$ cat src/rtl/match_pkg.sv
// match_pkg: shared types and width helpers for the match controller slice.
//   match_state_t : match-level state machine encoding
//   presc_w()     : counter width for a prescaler that counts 0..CLK_FREQ_HZ-1
//   idx_w()       : width of a team index for NUM_TEAMS teams
// Modules derive their localparams PRESC_W and IDX_W from these helpers,
// because the values depend on each instance's parameters.
package match_pkg;

   typedef enum logic [2:0] {
      IDLE,
      PLAYING,
      PAUSED,
      OVERTIME,
      OVER
   } match_state_t;

   function automatic int presc_w(input int clk_freq_hz);
      return (clk_freq_hz > 1) ? $clog2(clk_freq_hz) : 1;
   endfunction

   function automatic int idx_w(input int num_teams);
      return (num_teams > 1) ? $clog2(num_teams) : 1;
   endfunction

endpackage

$ cat src/rtl/match_controller_prescaler.sv
// sec_prescaler: divides the system clock down to a one-per-second tick.
//   clk  in  : system clock
//   rst  in  : synchronous active-high reset, clears the count
//   run  in  : count enable; the count holds while low
//   tick out : high during the cycle the count sits at CLK_FREQ_HZ-1 with run=1
module sec_prescaler
   import match_pkg::*;
#(
   parameter int CLK_FREQ_HZ = 50_000_000
) (
   input  logic clk,
   input  logic rst,
   input  logic run,
   output logic tick
);

   localparam int PRESC_W = presc_w(CLK_FREQ_HZ);
   localparam logic [PRESC_W-1:0] TERMINAL = PRESC_W'(CLK_FREQ_HZ - 1);

   logic [PRESC_W-1:0] count;

   assign tick = run && (count == TERMINAL);

   // Holding the count while run is low is what lets a pause resume
   // mid-second instead of restarting the second.
   always_ff @(posedge clk) begin
      if (rst) begin
         count <= '0;
      end else if (run) begin
         count <= tick ? '0 : count + PRESC_W'(1);
      end
   end

endmodule

$ cat src/rtl/match_controller.sv
// match_controller: match start, pause/resume, 1 Hz countdown, per-team
// toggle-protocol score counting and winner resolution.
//   clk, rst          : system clock, synchronous active-high reset
//   start_req         : level, any player button
//   pause_req         : one-cycle pulse, toggles pause while playing
//   score_toggle      : one toggle line per team, each change is a goal
//   time_left         : seconds remaining
//   scores            : packed scores, team i at [i*SCORE_WIDTH +: SCORE_WIDTH]
//   game_on           : PLAYING or OVERTIME
//   game_paused       : PAUSED
//   game_over         : OVER
//   second_tick       : one-cycle pulse with every time_left decrement
//   winner_valid/winner_idx/draw : result, registered on entry to OVER
// Build option: define MATCH_OVERTIME_EN to enable sudden-death OVERTIME
// on a tied top score at expiry; otherwise a tie ends in OVER with draw=1.
module match_controller
   import match_pkg::*;
#(
   parameter int CLK_FREQ_HZ   = 50_000_000,
   parameter int MATCH_SECONDS = 180,
   parameter int NUM_TEAMS     = 2,
   parameter int SCORE_WIDTH   = 7,
   parameter int TIME_WIDTH    = 8
) (
   input  logic                             clk,
   input  logic                             rst,
   input  logic                             start_req,
   input  logic                             pause_req,
   input  logic [NUM_TEAMS-1:0]             score_toggle,
   output logic [TIME_WIDTH-1:0]            time_left,
   output logic [NUM_TEAMS*SCORE_WIDTH-1:0] scores,
   output logic                             game_on,
   output logic                             game_paused,
   output logic                             game_over,
   output logic                             second_tick,
   output logic                             winner_valid,
   output logic [$clog2(NUM_TEAMS)-1:0]     winner_idx,
   output logic                             draw
);

   localparam int IDX_W = idx_w(NUM_TEAMS);
   localparam logic [SCORE_WIDTH-1:0] SCORE_MAX = '1;
   localparam logic [TIME_WIDTH-1:0]  TIME_INIT = TIME_WIDTH'(MATCH_SECONDS);

   match_state_t state, state_next;

   logic [NUM_TEAMS-1:0]   score_hist;
   logic [NUM_TEAMS-1:0]   goal;
   logic [SCORE_WIDTH-1:0] score_q    [NUM_TEAMS];
   logic [SCORE_WIDTH-1:0] score_next [NUM_TEAMS];
   logic [SCORE_WIDTH-1:0] top_score;
   logic [IDX_W-1:0]       lead_idx;
   logic                   top_tied;
   logic                   counting;
   logic                   presc_tick;
   logic                   expiry;

   sec_prescaler #(
      .CLK_FREQ_HZ(CLK_FREQ_HZ)
   ) u_prescaler (
      .clk (clk),
      .rst (rst),
      .run (state == PLAYING),
      .tick(presc_tick)
   );

   assign goal     = score_toggle ^ score_hist;
   assign counting = (state == PLAYING) || (state == OVERTIME);
   assign expiry   = presc_tick && (time_left == TIME_WIDTH'(1));

   // Scores as they will be after this edge; the tie decision and the
   // winner are taken from these so a goal in the expiry cycle counts.
   always_comb begin
      score_next = score_q;
      for (int i = 0; i < NUM_TEAMS; i++) begin
         if (counting && goal[i] && (score_q[i] != SCORE_MAX)) begin
            score_next[i] = score_q[i] + SCORE_WIDTH'(1);
         end
      end
   end

   // Find the top score, its team, and whether another team shares it.
   always_comb begin
      top_score = score_next[0];
      lead_idx  = '0;
      top_tied  = 1'b0;
      for (int i = 1; i < NUM_TEAMS; i++) begin
         if (score_next[i] > top_score) begin
            top_score = score_next[i];
            lead_idx  = IDX_W'(i);
            top_tied  = 1'b0;
         end else if (score_next[i] == top_score) begin
            top_tied = 1'b1;
         end
      end
   end

   // Next-state logic; expiry is checked before pause so a pause in the
   // expiry cycle is dropped.
   always_comb begin
      state_next = state;
      case (state)
         IDLE: begin
            if (start_req) state_next = PLAYING;
         end
         PLAYING: begin
            if (expiry) begin
`ifdef MATCH_OVERTIME_EN
               state_next = top_tied ? OVERTIME : OVER;
`else
               state_next = OVER;
`endif
            end else if (pause_req) begin
               state_next = PAUSED;
            end
         end
         PAUSED: begin
            if (pause_req) state_next = PLAYING;
         end
`ifdef MATCH_OVERTIME_EN
         OVERTIME: begin
            if (!top_tied) state_next = OVER;
         end
`endif
         OVER: begin
            state_next = OVER;
         end
         default: begin
            state_next = IDLE;
         end
      endcase
   end

   // State, countdown, scores and result registers. score_hist reloads
   // from the live toggles at reset so no goal is seen on the first cycle.
   always_ff @(posedge clk) begin
      if (rst) begin
         state        <= IDLE;
         time_left    <= TIME_INIT;
         score_hist   <= score_toggle;
         second_tick  <= 1'b0;
         winner_valid <= 1'b0;
         winner_idx   <= '0;
         draw         <= 1'b0;
         for (int i = 0; i < NUM_TEAMS; i++) begin
            score_q[i] <= '0;
         end
      end else begin
         state       <= state_next;
         score_hist  <= score_toggle;
         second_tick <= 1'b0;
         for (int i = 0; i < NUM_TEAMS; i++) begin
            score_q[i] <= score_next[i];
         end
         if (presc_tick && (time_left != '0)) begin
            time_left   <= time_left - TIME_WIDTH'(1);
            second_tick <= 1'b1;
         end
         if ((state != OVER) && (state_next == OVER)) begin
            winner_valid <= !top_tied;
            winner_idx   <= top_tied ? '0 : lead_idx;
            draw         <= top_tied;
         end
      end
   end

   for (genvar g = 0; g < NUM_TEAMS; g++) begin : g_pack
      assign scores[g*SCORE_WIDTH +: SCORE_WIDTH] = score_q[g];
   end

   assign game_on     = counting;
   assign game_paused = (state == PAUSED);
   assign game_over   = (state == OVER);

endmodule
$ cat config.mk
export PLATFORM = sky130hd
export DESIGN_NAME = match_controller
export DESIGN_NICKNAME = d
export VERILOG_FILES = /design/src/rtl/match_pkg.sv /design/src/rtl/match_controller_prescaler.sv /design/src/rtl/match_controller.sv
export SDC_FILE = /design/constraint.sdc
export NUM_CORES = 1
export LEC_CHECK = 0
export ABC_AREA = 1
export BUFFER_PORTS_ARGS = -buffer_cell sky130_fd_sc_hd__clkbuf_2
export CORE_AREA = 5 5 84 86
export CTS_CLUSTER_SIZE = 10
export DETAILED_ROUTE_END_ITERATION = 8
export DIE_AREA = 0 0 89 91
export HOLD_SLACK_MARGIN = 0.12
export MAX_ROUTING_LAYER = met4
export PLACE_DENSITY = 0.75
export SKIP_LAST_GASP = 1
export SLEW_MARGIN = 20
export SYNTH_ARGS = -nofsm -noshare
export SYNTH_HDL_FRONTEND = slang
export SYNTH_SLANG_ARGS = --single-unit
$ cat constraint.sdc
create_clock -name clk -period 3.8 [get_ports clk]
set_input_delay 1.14 -clock clk [delete_from_list [all_inputs] [get_ports clk]]
set_output_delay 1.14 -clock clk [all_outputs]
set_load 0.05 [all_outputs]
==> results of run 1 <==
[cells by family (layout without fill, tap and decap cells)]
logic type	Yosys count	after routing	synth area share, %
AND/OR/NAND/NOR	293	293	40.5
buffers and inverters	71	115	8.48
flip-flops	57	57	34.4
AO/OA/AOI/OAI	39	39	6.45
XOR/XNOR	19	19	5.01
adder cells (fa/ha/maj)	13	13	4.90
multiplexers	1	1	0.302
[cells in the final DEF (no fill, tap or decap), types with 2 or more instances in the layout]
cell type	count
sky130_fd_sc_hd__nand2_1	127
sky130_fd_sc_hd__nor2_1	76
sky130_fd_sc_hd__inv_1	61
sky130_fd_sc_hd__dfxtp_1	57
sky130_fd_sc_hd__clkbuf_2	34
sky130_fd_sc_hd__nand3_1	28
sky130_fd_sc_hd__a21oi_1	26
sky130_fd_sc_hd__xor2_1	14
sky130_fd_sc_hd__nor3_1	14
sky130_fd_sc_hd__nand4_1	14
sky130_fd_sc_hd__ha_1	13
sky130_fd_sc_hd__clkbuf_8	12
sky130_fd_sc_hd__o21ai_0	7
sky130_fd_sc_hd__nor2_4	7
sky130_fd_sc_hd__nand2_2	6
sky130_fd_sc_hd__xnor2_1	5
sky130_fd_sc_hd__or2_2	5
sky130_fd_sc_hd__inv_2	3
sky130_fd_sc_hd__nor2_2	3
sky130_fd_sc_hd__o21ai_2	3
sky130_fd_sc_hd__nor4_1	3
sky130_fd_sc_hd__nor3_2	2
sky130_fd_sc_hd__nand3b_1	2
sky130_fd_sc_hd__nor3b_1	2
sky130_fd_sc_hd__nor3_4	2
sky130_fd_sc_hd__clkbuf_1	2
[metal layers]
layer,track usage (%),wire (um),up-vias
li1,-,-,1639
met4,9.31,127,0
met3,3.53,261,12
met5,-,0,-
met1,26.6,3530,1429
met2,31.1,3610,58
[report_power, final]
group	switching (W)	total [W]	internal, W
logic	0.000103	0.000150	0.0000464
registers	0.0000103	0.000618	0.000608
clock network	0.000240	0.000597	0.000356
total	0.000354	0.00136	0.00101
[worst paths after layout]
kind / from / to / cells past startpoint
setup / recovery: score_toggle[1] / winner_idx$_SDFFE_PP0P_ / 14
hold reg to reg: draw$_SDFFE_PP0P_ / draw$_SDFFE_PP0P_ / 2
hold / removal: draw$_SDFFE_PP0P_ / draw$_SDFFE_PP0P_ / 2
setup reg to reg: scores[7]$_SDFF_PP0_ / winner_idx$_SDFFE_PP0P_ / 15
[metrics by stage]
stage | util (%) | setup WS, ps | area [um^2] | total power, W | hold WS (ps)
after global routing | 60.6 | 620 | 3760 | 0.00142 | 504
after floorplan | - | 824 | 3320 | 0.000748 | 437
after global placement | 57.2 | 555 | 3550 | 0.000776 | 451
after CTS | 60.6 | 826 | 3760 | 0.00137 | 485
after detailed placement | 57.2 | 501 | 3550 | 0.000779 | 476
final | 60.6 | 794 | 3760 | 0.00136 | 487
[flip-flops by register name (all words and copies together) (netlist names)]
register,count
u_prescaler.count,26
score_hist,2
draw,1
state,3
scores,14
winner_idx,1
time_left,8
winner_valid,1
second_tick,1
[area by class of cell]
cell class | count | area (um^2) | area share, %
Clock inverter | 2 | 35.0 | 0.932
Multi-Input combinational cell | 365 | 1900 | 50.4
Sequential cell | 57 | 1140 | 30.3
Inverter | 64 | 240 | 6.39
Tap cell | 77 | 96.3 | 2.56
Timing Repair Buffer | 35 | 178 | 4.73
Clock buffer | 14 | 173 | 4.59
[worst reg2reg max path: cells and delay by family (launching register included)]
kind            cells  cell delay, ps
simple gates        7            1370
flops               1             400
buf+inv             3             230
fa+ha+maj           2             510
compound gates      3             210
==> results.md, run 1 <==
- The register bit count reported by yosys is 57.
- The die covers a little over 0.008 mm^2.
- The standard-cell row count is 29.
- The number of gates resized after CTS is 0.
- The number of global-route vias before repair is between 2000 and 3000.
- In this run the register-to-register setup slack is a little under 1000 ps.
- Traced cell by cell, the critical path runs through clkbuf_2 -> xnor2_1 -> nor2_1 -> nand2_1 -> inv_2 -> or2_2 -> o21ai_2 -> inv_1 -> ha_1 -> inv_1 -> nor4_1 -> a21oi_1 -> nand2_1 -> a21oi_1.
- The sum of negative setup slack is 0 ps.
- After clock tree synthesis, the clock-pin slew on the worst setup and hold paths is 70 ps.
- For this run, design rule violations remaining after detail routing come to 0.
- Dividing total power by cell area gives a power density of between 300 and 400 mW/mm^2.
- The post-CTS setup-driven buffer insertion count is 0.
- The net total in the final layout is approximately 550.
- For this run, the register share of the synthesized area comes to approximately a third.
- The leakage power is 1.64 nW.
- Among all cell types in the netlist, the one instantiated most often is sky130_fd_sc_hd__nand2_1.
- The average wire per cell in the routed design is roughly 12 um.
- The core area is 0.00620 mm^2.
- Of the available clock period, the critical path in the final layout requires about four fifths.
- When the netlist entered floorplanning its net count stood at about 500.
- The proportion of netlist area held by the largest area contributor is approximately a third.
- The wire length of the first global-routing pass is 13.0 mm.
- The worst hold path belongs to the class reg -> reg.
- The worst slew margin relative to its limit is between 60% and 70%.
- For this run, the top clock speed supported by timing is roughly 0.33 GHz.
- During placement, the flow inserted port buffers numbering 34.
- For this configuration, the core starts out at a cell density of 53.5%.
- The wire-length estimate of the detail-placed layout is 5.69 mm.
- STA classifies the critical path endpoint as a flip-flop.
- The largest stage delay on the critical path is between 400 and 500 ps.
- The wire length reported by the detailed router is approximately 7.5 mm.
- The final number of hold-violating endpoints is 0.
- The total count of max-transition violations in the final report is 0.
- In the synthesized netlist the dominant register cell turns out to be sky130_fd_sc_hd__dfxtp_1.
- The kind of critical path is in -> reg.
- The netlist area before placement is roughly 0.0033 mm^2.
- Across the VDD grid, the largest voltage drop is between 0.2 and 0.25 mV.
- The routed layout has 3138 vias.
- After synthesis, the netlist uses 31 different library cells.
- CTS built an H-tree with a depth of 3.
- The minimum period implied by the final worst setup slack is around 3000 ps.
- In this run the clock root is driven by a sky130_fd_sc_hd__clkbuf_8.
- The initial antenna violation count came to 0.
- The nature of the critical path startpoint is a primary input.
- For the worst-skew pair, the clock arrives at the later sink with an insertion delay of about 340 ps.
- The clock buffer count from CTS is 9.
- The area added between synthesis and finish is 13.3%.
- The vertical extent of the die is about 91 um.
- In this run the count of I/O pins placed on the die edge is 35.
- The finished layout holds between 600 and 700 standard cells, fillers aside.
- Of all flip-flops after synthesis, the portion carrying an async set or reset was 0%.
- Sorting the synthesized cells by area gives the leading types as sky130_fd_sc_hd__dfxtp_1 34%, sky130_fd_sc_hd__nand2_1 14%, sky130_fd_sc_hd__nor2_1 8.6%, sky130_fd_sc_hd__inv_1 6.9%, sky130_fd_sc_hd__ha_1 4.9%.
- Ranked by instance count, the synthesized netlist is headed by 127 x sky130_fd_sc_hd__nand2_1, 76 x sky130_fd_sc_hd__nor2_1, 61 x sky130_fd_sc_hd__inv_1.
- The number of buffers inserted for hold repair after clock tree synthesis is 0.
- In this run the horizontal extent of the chip is about 89 um.
- The maximum count of clock buffers along a single path is 2.
- The length of the first detailed-routing pass in iterations is 4.
- The synthesized design contains 0 enable-type register cells.
- The fraction of layout cells with a size suffix above 1 is between 10% and 20%.
- The kind of cell with the highest combined delay along the critical path is simple AND/OR/NAND/NOR gates.
- Counting both buffers and inverters, the worst setup path holds a total of 4.
- The via count normalized by instance count is ~5.
- The CTS sink count is 57.
- Of all cell types, the one taking the most synthesized area is sky130_fd_sc_hd__dfxtp_1.
- The clock tree from TritonCTS is built.
- Setup repair after global routing left no endpoint under its margin.
- The cell with the largest stage delay on the worst path is sky130_fd_sc_hd__nor4_1.
- The maximum net fanout on the critical path is 7.
- Synthesis handed over a netlist of slightly below 500 instances.
- For the final database, setup skew stands at approximately 13 ps.
- The count of inserted antenna diode cells is 0.
- The number of instances in the placed design is ~600.
- The largest net degree at the start of global routing is 34.
- The number of violations reported at the end of detailed-routing iteration 0 is about 110.
- Data on the critical path arrives at its endpoint at between 3000 and 4000 ps.
- The total of max-cap violations is 0.
- For the pin with the worst max-slew slack, the measured transition is 504 ps.
- Each instance of the synthesized netlist takes up on average slightly below 7 um^2.
- For this run, the number of Yosys warnings is 0.
- The count of nets left with antenna violations once routing finished came out at 0.
- Setup violations remaining at the end of the flow were counted as 0.
- The routability congestion estimate from global placement is about 0.91.
- The number of fillers in the final layout is around 600.
- The total track usage is 20.6%.
- The flow ran to the end, and the final reports show no timing, DRC or antenna violations.
- STA puts the critical path data required time at between 4000 and 5000 ps.
- The residual overflow from global routing is 0.
Note: power is estimated with default switching activity, not from simulation.
==> run 2, diff against run 1 <==
Clock period 3.8 ns to 3 ns, I/O delays scaled along.
==> results.md, run 2 (synthesized netlist as in run 1, its figures left out) <==
- The worst clock skew is 9.48 ps (-3.96 ps).
- The cell with the largest stage delay on the worst path is sky130_fd_sc_hd__ha_1.
- The kind of critical path is in -> reg.
- The number of global-route vias before repair is 2974 (+1.4%).
- The average wire per cell in the routed design is 12.3 um (+0.24%).
- The number of top-level pins is 35 (unchanged).
- The wire length reported by the detailed router came to 7.57 mm (+0.57%).
- The most used cell along the critical path is sky130_fd_sc_hd__nand2_1.
- The via count normalized by instance count is 5.17 (+1.2%).
- The residual overflow from global routing was 0 (unchanged).
- The width of the chip was 89 um (unchanged).
- The fraction of layout cells with a size suffix above 1 is 15.6% (+0.50 points).
- Setup repair after global routing left no endpoint under its margin.
- The final number of hold-violating endpoints was 0 (unchanged).
- The cell family contributing the most delay on the critical path is simple AND/OR/NAND/NOR gates.
- The number of gates resized after CTS came to 0 (unchanged).
- The vertical extent of the die came to 91 um (unchanged).
- The number of violations reported at the end of detailed-routing iteration 0 is 147 (+30%).
- The post-CTS setup-driven buffer insertion count was 0 (unchanged).
- The maximum count of clock buffers along a single path is 2 (unchanged).
- In the layout the commonest cells are 127 x sky130_fd_sc_hd__nand2_1, 76 x sky130_fd_sc_hd__nor2_1, 61 x sky130_fd_sc_hd__inv_1.
- The standard-cell row count is 29 (unchanged).
- The number of flip-flops under the largest register name is 26 (unchanged).
- The signal on the critical path passes through clkbuf_2 -> xor2_1 -> nand2_1 -> nor2_2 -> nand2_1 -> xnor2_1 -> inv_1 -> ha_1 -> nand2_1 -> nor4_1 -> buf_4 -> a21oi_1 -> nand2_1 -> a21oi_1.
- The leakage power was 1.65 nW (+0.62%).
- The flow ran to the end, and the final reports show no timing, DRC or antenna violations.
- The min-delay analysis places its worst path in the category reg -> reg.
- The length of the first detailed-routing pass in iterations is 4 (unchanged).
- The CTS sink count is 57 (unchanged).
- The required time at the worst-slack endpoint is 3220 ps (-790 ps).
- Ranked by flip-flop count, first place goes to u_prescaler.count.
- The post-detailed-route DRC marker count is 0 (unchanged).
- The number of H-tree branching levels is 3 (unchanged).
- TritonCTS built the clock tree.
- The count of antenna-violating nets left after detailed routing came to 0 (unchanged).
- The number of buffers inserted for hold repair after clock tree synthesis came to 0 (unchanged).
- The number of buffer and inverter stages on the critical path is 3 (-1).
- The commonest non-fill, non-tap cell in the layout is sky130_fd_sc_hd__nand2_1.
- The minimum hold slack is 481 ps (-5.83 ps).
- The area added between synthesis and finish is 13.6%.
- The register clock-pin slew on the reported worst setup and hold paths came to 70 ps (about the same).
- Of the available clock period, the critical path in the final layout requires about 90%.
- The power density over the cells came to 451 mW/mm^2 (+24%).
- The clock period could shrink to approximately 2600 ps.
- The maximum net fanout on the critical path was 6 (-1).
- The worst-margin pin slew is 352 ps (-152 ps).
- The sum of negative setup slack was 0 ps (unchanged).
- The die area came to 0.00810 mm^2 (unchanged).
- The core area is 0.00620 mm^2 (unchanged).
- The count of inserted antenna diode cells is 0 (unchanged).
- CTS placed an instance of sky130_fd_sc_hd__clkbuf_8 at the clock tree root.
- The nature of the critical path startpoint is a primary input.
- The total track usage is 20.5% (-0.079 points).
- The number of vias in the routed layout is 3186 (+1.5%).
- The maximum ir drop on the vdd rail was 0.297 mV (+32%).
- The initial antenna violation count is 0 (unchanged).
- Derived from the worst setup path, the maximum achievable clock frequency is between 0.3 and 0.4 GHz.
- The largest stage delay on the critical path is 300 ps (-170 ps).
- The net total in the final layout came to 554 (+0.54%).
- The wire length of the first global-routing pass is 12.8 mm (-1.3%).
- The estimated wirelength of the detail-placed design is 5.72 mm (+0.56%).
- The total of max-cap violations is 0 (unchanged).
- The routability congestion estimate from global placement is 0.937 (+3.4%).
- The largest net degree at the start of global routing came to 34 (unchanged).
- The count of buffers inserted at the top-level ports is 34 (unchanged).
- The clock buffer count from CTS is 9 (unchanged).
- The count of endpoints failing setup in the final report is 0 (unchanged).
- The worst path arrival time is 2860 ps (-360 ps).
- The worst slew margin relative to its limit was 76.4% (+10 points).
- The clock insertion delay at the later pin of the skew report is 340 ps (about the same).
- The worst setup path is captured at a flip-flop.
- The total count of max-transition violations in the final report was 0 (unchanged).
- The initial core utilization is 53.5% (unchanged).
run 2: cell count changes in the layout (fill, tap and decap cells not counted), sizes merged:
cell / before / now
clkbuf: 48 / 46
buf: 1 / 4
clkinv: 1 / 2
run 2: worst paths after layout:
kind,from,to,slack (ps),cells after the start
setup / recovery,score_toggle[0],winner_idx$_SDFFE_PP0P_,370,14
hold / removal,u_prescaler.count[13]$_SDFFE_PP0P_,u_prescaler.count[13]$_SDFFE_PP0P_,480,2
setup reg to reg,scores[7]$_SDFF_PP0_,winner_idx$_SDFFE_PP0P_,450,16
hold reg to reg,u_prescaler.count[13]$_SDFFE_PP0P_,u_prescaler.count[13]$_SDFFE_PP0P_,480,2
run 2: power breakdown:
part	total, W	switching (W)	internal (W)
sequential	0.000782	0.0000127	0.000770
combinational	0.000198	0.000132	0.0000662
clock	0.000719	0.000298	0.000421
total	0.00170	0.000443	0.00126
run 2: worst reg2reg max path, cell delays in order, from the launching register on:
cell and delay [ps]:
sky130_fd_sc_hd__dfxtp_1 400, sky130_fd_sc_hd__ha_1 190, sky130_fd_sc_hd__nand2_1 80, sky130_fd_sc_hd__nor3_2 160, sky130_fd_sc_hd__nand2_1 70, sky130_fd_sc_hd__nand2_1 90, sky130_fd_sc_hd__inv_2 70, sky130_fd_sc_hd__or2_2 280
sky130_fd_sc_hd__o21ai_2 70, sky130_fd_sc_hd__inv_1 60, sky130_fd_sc_hd__ha_1 300, sky130_fd_sc_hd__inv_1 50, sky130_fd_sc_hd__nor4_1 290, sky130_fd_sc_hd__buf_4 180, sky130_fd_sc_hd__a21oi_1 40, sky130_fd_sc_hd__nand2_1 60
sky130_fd_sc_hd__a21oi_1 50
run 2: layer usage:
metal,part of all wire [%],up-vias,track usage [%]
met5,0,-,-
met4,3.1,0,11.3
met3,3.5,19,3.71
met2,48,67,31.6
met1,45,1450,24.9
li1,-,1650,-
run 2: metrics by stage:
stage | instances | total power (W) | util [%] | area [um^2] | worst slack [ps]
finish | 616 | 0.00170 | 60.8 | 3770 | 366
global route | 616 | 0.00179 | 60.8 | 3770 | 101
CTS | 616 | 0.00172 | 60.8 | 3770 | 365
detailed placement | 601 | 0.000997 | 57.6 | 3570 | 20.8
global placement | 601 | 0.000992 | 57.6 | 3570 | 112
floorplan | 493 | 0.000948 | - | 3320 | 128
run 2: cell type report:
class                           count  area, um^2
Sequential cell                    57        1140
Tap cell                           77        96.3
Multi-Input combinational cell    365        1900
Timing Repair Buffer               38         200
Fill cell                         595        2430
Inverter                           64         240
Clock buffer                       12         155
Clock inverter                      3        40.0
==> run 3, diff against run 2 <==
Settings changed: ABC_AREA 1 to not set, CORE_AREA 5 5 84 86 to 5 5 109 111, DIE_AREA 0 0 89 91 to 0 0 114 116, PLACE_DENSITY 0.75 to 0.43.
==> results.md, run 3 <==
- The count of cells along the worst register-to-register path was 5 (-11).
- The count of antenna-violating nets left after detailed routing is 0 (unchanged).
- The post-route total power is 0.00152 W (-11%).
- By count the netlist is led by 57 x sky130_fd_sc_hd__dfxtp_1, 44 x sky130_fd_sc_hd__nor2_1, 27 x sky130_fd_sc_hd__xor2_1.
- Leaving out fill and tap cells, the most frequent cells in the layout are 57 x sky130_fd_sc_hd__dfxtp_1, 44 x sky130_fd_sc_hd__nor2_1, 34 x sky130_fd_sc_hd__clkbuf_2.
- The average wire per cell in the routed design is 13.5 um (+9.7%).
- The routability congestion estimate from global placement is 0.758 (-19%).
- The number of buffers inserted for hold repair after clock tree synthesis is 0 (unchanged).
- The portion of the clock cycle consumed by the worst path in the final layout came to 91.9% (+4.1 points).
- The worst hold path endpoint is winner_idx$_SDFFE_PP0P_.
- The count of distinct cell types in the synthesized netlist is 46 (+48%).
- The worst clock skew is 11.5 ps (+2.03 ps).
- The instance count of the mapped netlist is 304 (-38%).
- The die area was 0.0132 mm^2 (+63%).
- The clock insertion delay at the later pin of the skew report is 330 ps (about the same).
- The count of endpoints failing setup in the final report is 0 (unchanged).
- The width of the chip is 114 um (+28%).
- The fraction of power consumed by combinational cells came to 7.2% (-4.5 points).
- The switching power of the nets came to 0.000390 W (-12%).
- The number of violations reported at the end of detailed-routing iteration 0 came to 118 (-20%).
- The area of all sequential standard cells is 0.00114 mm^2 (unchanged).
- In this run the critical register-to-register path is launched from u_prescaler.count[18]$_SDFFE_PP0P_.
- The initial core utilization is 25.6% (-28 points).
- The wire length reported by the detailed router came to 6.73 mm (-11%).
- The most frequently used flop master after synthesis is sky130_fd_sc_hd__dfxtp_1.
- The number of top-level pins is 35 (unchanged).
- The number of H-tree branching levels was 3 (unchanged).
- The number of fillers in the final layout is 1137 (+91%).
- The net switching fraction of the power was 25.8% (-0.27 points).
- The total of max-cap violations came to 0 (unchanged).
- The vertical extent of the die is 116 um (+27%).
- The count of buffers inserted at the top-level ports is 34 (unchanged).
- The class of the tightest hold or removal check is reg -> reg.
- The highest attainable clock frequency is 0.363 GHz (-4.4%).
- The post-synthesis average cell area is 9.00 um^2 (+34%).
- The net total in the final layout was 373 (-33%).
- The final number of hold-violating endpoints is 0 (unchanged).
- The post-detailed-route DRC marker count is 0 (unchanged).
- The beginning of the worst hold path is winner_idx$_SDFFE_PP0P_.
- The clock buffer count from CTS came to 9 (unchanged).
- The minimum period implied by the final worst setup slack is 2760 ps (+122 ps).
- The clock tree from TritonCTS is built.
- The estimated wirelength of the detail-placed design is 4.88 mm (-15%).
- The internal reg-to-reg setup slack is 240 ps (-210 ps).
- The synthesis warning total is 0 (unchanged).
- The peak-usage layer in the global routing report is met2.
- The maximum ir drop on the vdd rail is 0.174 mV (-41%).
- The leakage power came to 1.31 nW (-21%).
- The synthesized netlist net count is 323 (-37%).
- STA classifies the critical path endpoint as a flip-flop.
- The standard-cell row count is 38 (+31%).
- The worst path arrival time was 2970 ps (+110 ps).
- By startpoint and endpoint, the worst setup path is classified as reg -> reg.
- The fraction of synthesis flops using an asynchronous set or reset pin came to 0% (unchanged).
- The global-route met2 utilization is 17.8% (-14 points).
- The register bit count reported by yosys is 57 (unchanged).
- The fraction of layout cells with a size suffix above 1 was 20.1% (+4.5 points).
- The count of cells along the worst hold path is 2 (unchanged).
- The cell chosen for the clock root is sky130_fd_sc_hd__clkbuf_8.
- The register share of total power is 51.2% (+5.2 points).
- The number of enable flip-flop cells after synthesis is 0 (unchanged).
- The number of flip-flops under the largest register name is 26 (unchanged).
- The number of instances in the placed design is 483 (-20%).
- Yosys instantiated no cell more often than sky130_fd_sc_hd__dfxtp_1.
- The maximum net fanout on the critical path is 7 (+1).
- The internal power is 0.00113 W (-11%).
- The wire length of the first global-routing pass was 11.3 mm (-12%).
- The share of synthesized area occupied by flip-flops and latches came to 41.7% (+7.3 points).
- The CTS sink count is 57 (unchanged).
- The met3 track utilization from global routing is 2.35% (-1.4 points).
- The commonest non-fill, non-tap cell in the layout is sky130_fd_sc_hd__dfxtp_1.
- Setup repair after global routing left no endpoint under its margin.
- The standard cell area after detailed placement was 0.00316 mm^2 (-12%).
- The initial antenna violation count came to 0 (unchanged).
- The netlist area before placement was 0.00274 mm^2 (-18%).
- The clock group share of total power came to 41.6% (-0.7 points).
- The proportion of netlist area held by the largest area contributor is 41.7% (+7.3 points).
- The number of vias in the routed layout came to 2317 (-27%).
- The count of inserted antenna diode cells is 0 (unchanged).
- The length of the first detailed-routing pass in iterations is 4 (unchanged).
- The register name with the most flops is u_prescaler.count.
- The sum of negative setup slack is 0 ps (unchanged).
- The core area is 0.0107 mm^2 (+72%).
- The post-CTS setup-driven buffer insertion count is 0 (unchanged).
- The nature of the critical path startpoint is a flip-flop.
- sky130_fd_sc_hd__dfxtp_1 takes more of the synthesized area than any other cell.
- The largest net degree at the start of global routing was 24 (-29%).
- The register clock-pin slew on the reported worst setup and hold paths came to 60 ps (about the same).
- The flow ran to the end, and the final reports show no timing, DRC or antenna violations.
- The number of global-route vias before repair was 2344 (-21%).
- The total track usage is 11.1% (-9.4 points).
- The residual overflow from global routing is 0 (unchanged).
- The worst-margin pin slew is 548 ps (+196 ps).
- The power density over the cells is 455 mW/mm^2 (+0.83%).
- The met1 track demand over resource in global routing was 13.5% (-11 points).
- The maximum count of clock buffers along a single path is 2 (unchanged).
- The number of gates resized after CTS came to 0 (unchanged).
- The final cell count without fillers came to 499 (-19%).
- The worst slew margin relative to its limit is 63.1% (-13 points).
- By area the synthesized netlist is led by sky130_fd_sc_hd__dfxtp_1 42%, sky130_fd_sc_hd__xor2_1 8.6%, sky130_fd_sc_hd__nor2_1 6.0%, sky130_fd_sc_hd__ha_1 5.9%, sky130_fd_sc_hd__nand4_1 3.7%.
- The required time at the worst-slack endpoint is 3210 ps (about the same).
- The via count normalized by instance count is 4.64 (-10%).
- The total count of max-transition violations in the final report is 0 (unchanged).
- The final standard cell area without fillers is 0.00333 mm^2 (-12%).
- The footprint of the multi-input gates is 0.00156 mm^2 (-18%).
- The destination of the worst register-to-register timing path is time_left[7]$_SDFFE_PP1P_.
- Compared with the post-synthesis result, the final layout area differs by 21.8%.
[run 3: layout make-up]
class	instances	area share, %
sequential	57	34.2
timing repair buffer	47	8.03
clock inverter	5	0.938
tap	140	5.26
multi-input combinational	234	46.7
clock buffer	11	4.24
inverter	5	0.563
[run 3: routing by layer]
| metal | share of wire (%) | vias to the layer above |
|---|---|---|
| met3 | 3.3 | 12 |
| met5 | 0 | - |
| met1 | 48 | 1076 |
| met2 | 46 | 50 |
| met4 | 2.1 | 0 |
| li1 | - | 1179 |
[run 3: critical path: stages, from the launching register on]
cell and delay [ps]:
sky130_fd_sc_hd__dfxtp_1 350, sky130_fd_sc_hd__or4b_1 540, sky130_fd_sc_hd__or4_4 500, sky130_fd_sc_hd__or4_1 650
sky130_fd_sc_hd__o31ai_1 260, sky130_fd_sc_hd__or3b_1 350
[run 3: power by group through the flow]
stage	Sequential (W)	Combinational [W]	Clock, W
6_report	0.000775	0.000110	0.000631
5_1_grt	0.000776	0.000123	0.000684
4_1_cts	0.000775	0.000112	0.000660
3_5_place_dp	0.000792	0.000111	0
3_3_place_gp	0.000792	0.000110	0
2_1_floorplan	0.000802	0.0000635	0
[run 3: cells by family (layout without fill, tap and decap cells)]
logic type      count (synthesis)  in the layout  share of synthesized area [%]
simple gates                  155            155                           31.2
flops                          57             57                           41.7
xor+xnor                       38             38                           12.2
compound gates                 25             25                           5.99
fa+ha+maj                      13             13                           5.94
buf+inv                        13             68                           1.83
mux                             3              3                           1.14
[run 3: how the worst max path moves through the flow]
stage	from	end	slack, ps	depth (start not counted)
after CTS	u_prescaler.count[18]$_SDFFE_PP0P_	time_left[7]$_SDFFE_PP1P_	240	5
after global routing	scores[7]$_SDFF_PP0_	winner_idx$_SDFFE_PP0P_	50	11
after detailed placement	score_toggle[1]	winner_idx$_SDFFE_PP0P_	-30	11
after global placement	score_toggle[1]	winner_idx$_SDFFE_PP0P_	8	11
final	u_prescaler.count[18]$_SDFFE_PP0P_	time_left[7]$_SDFFE_PP1P_	240	5
after floorplan	score_toggle[0]	winner_idx$_SDFFE_PP0P_	140	10
[run 3: stage by stage]
stage	hold slack, ps	utilization, %	worst slack, ps
after floorplan	462	-	144
after global placement	450	29.5	8.03
after detailed placement	448	29.5	-34.2
after CTS	459	31.2	244
after global routing	478	31.2	46.8
final	461	31.2	243
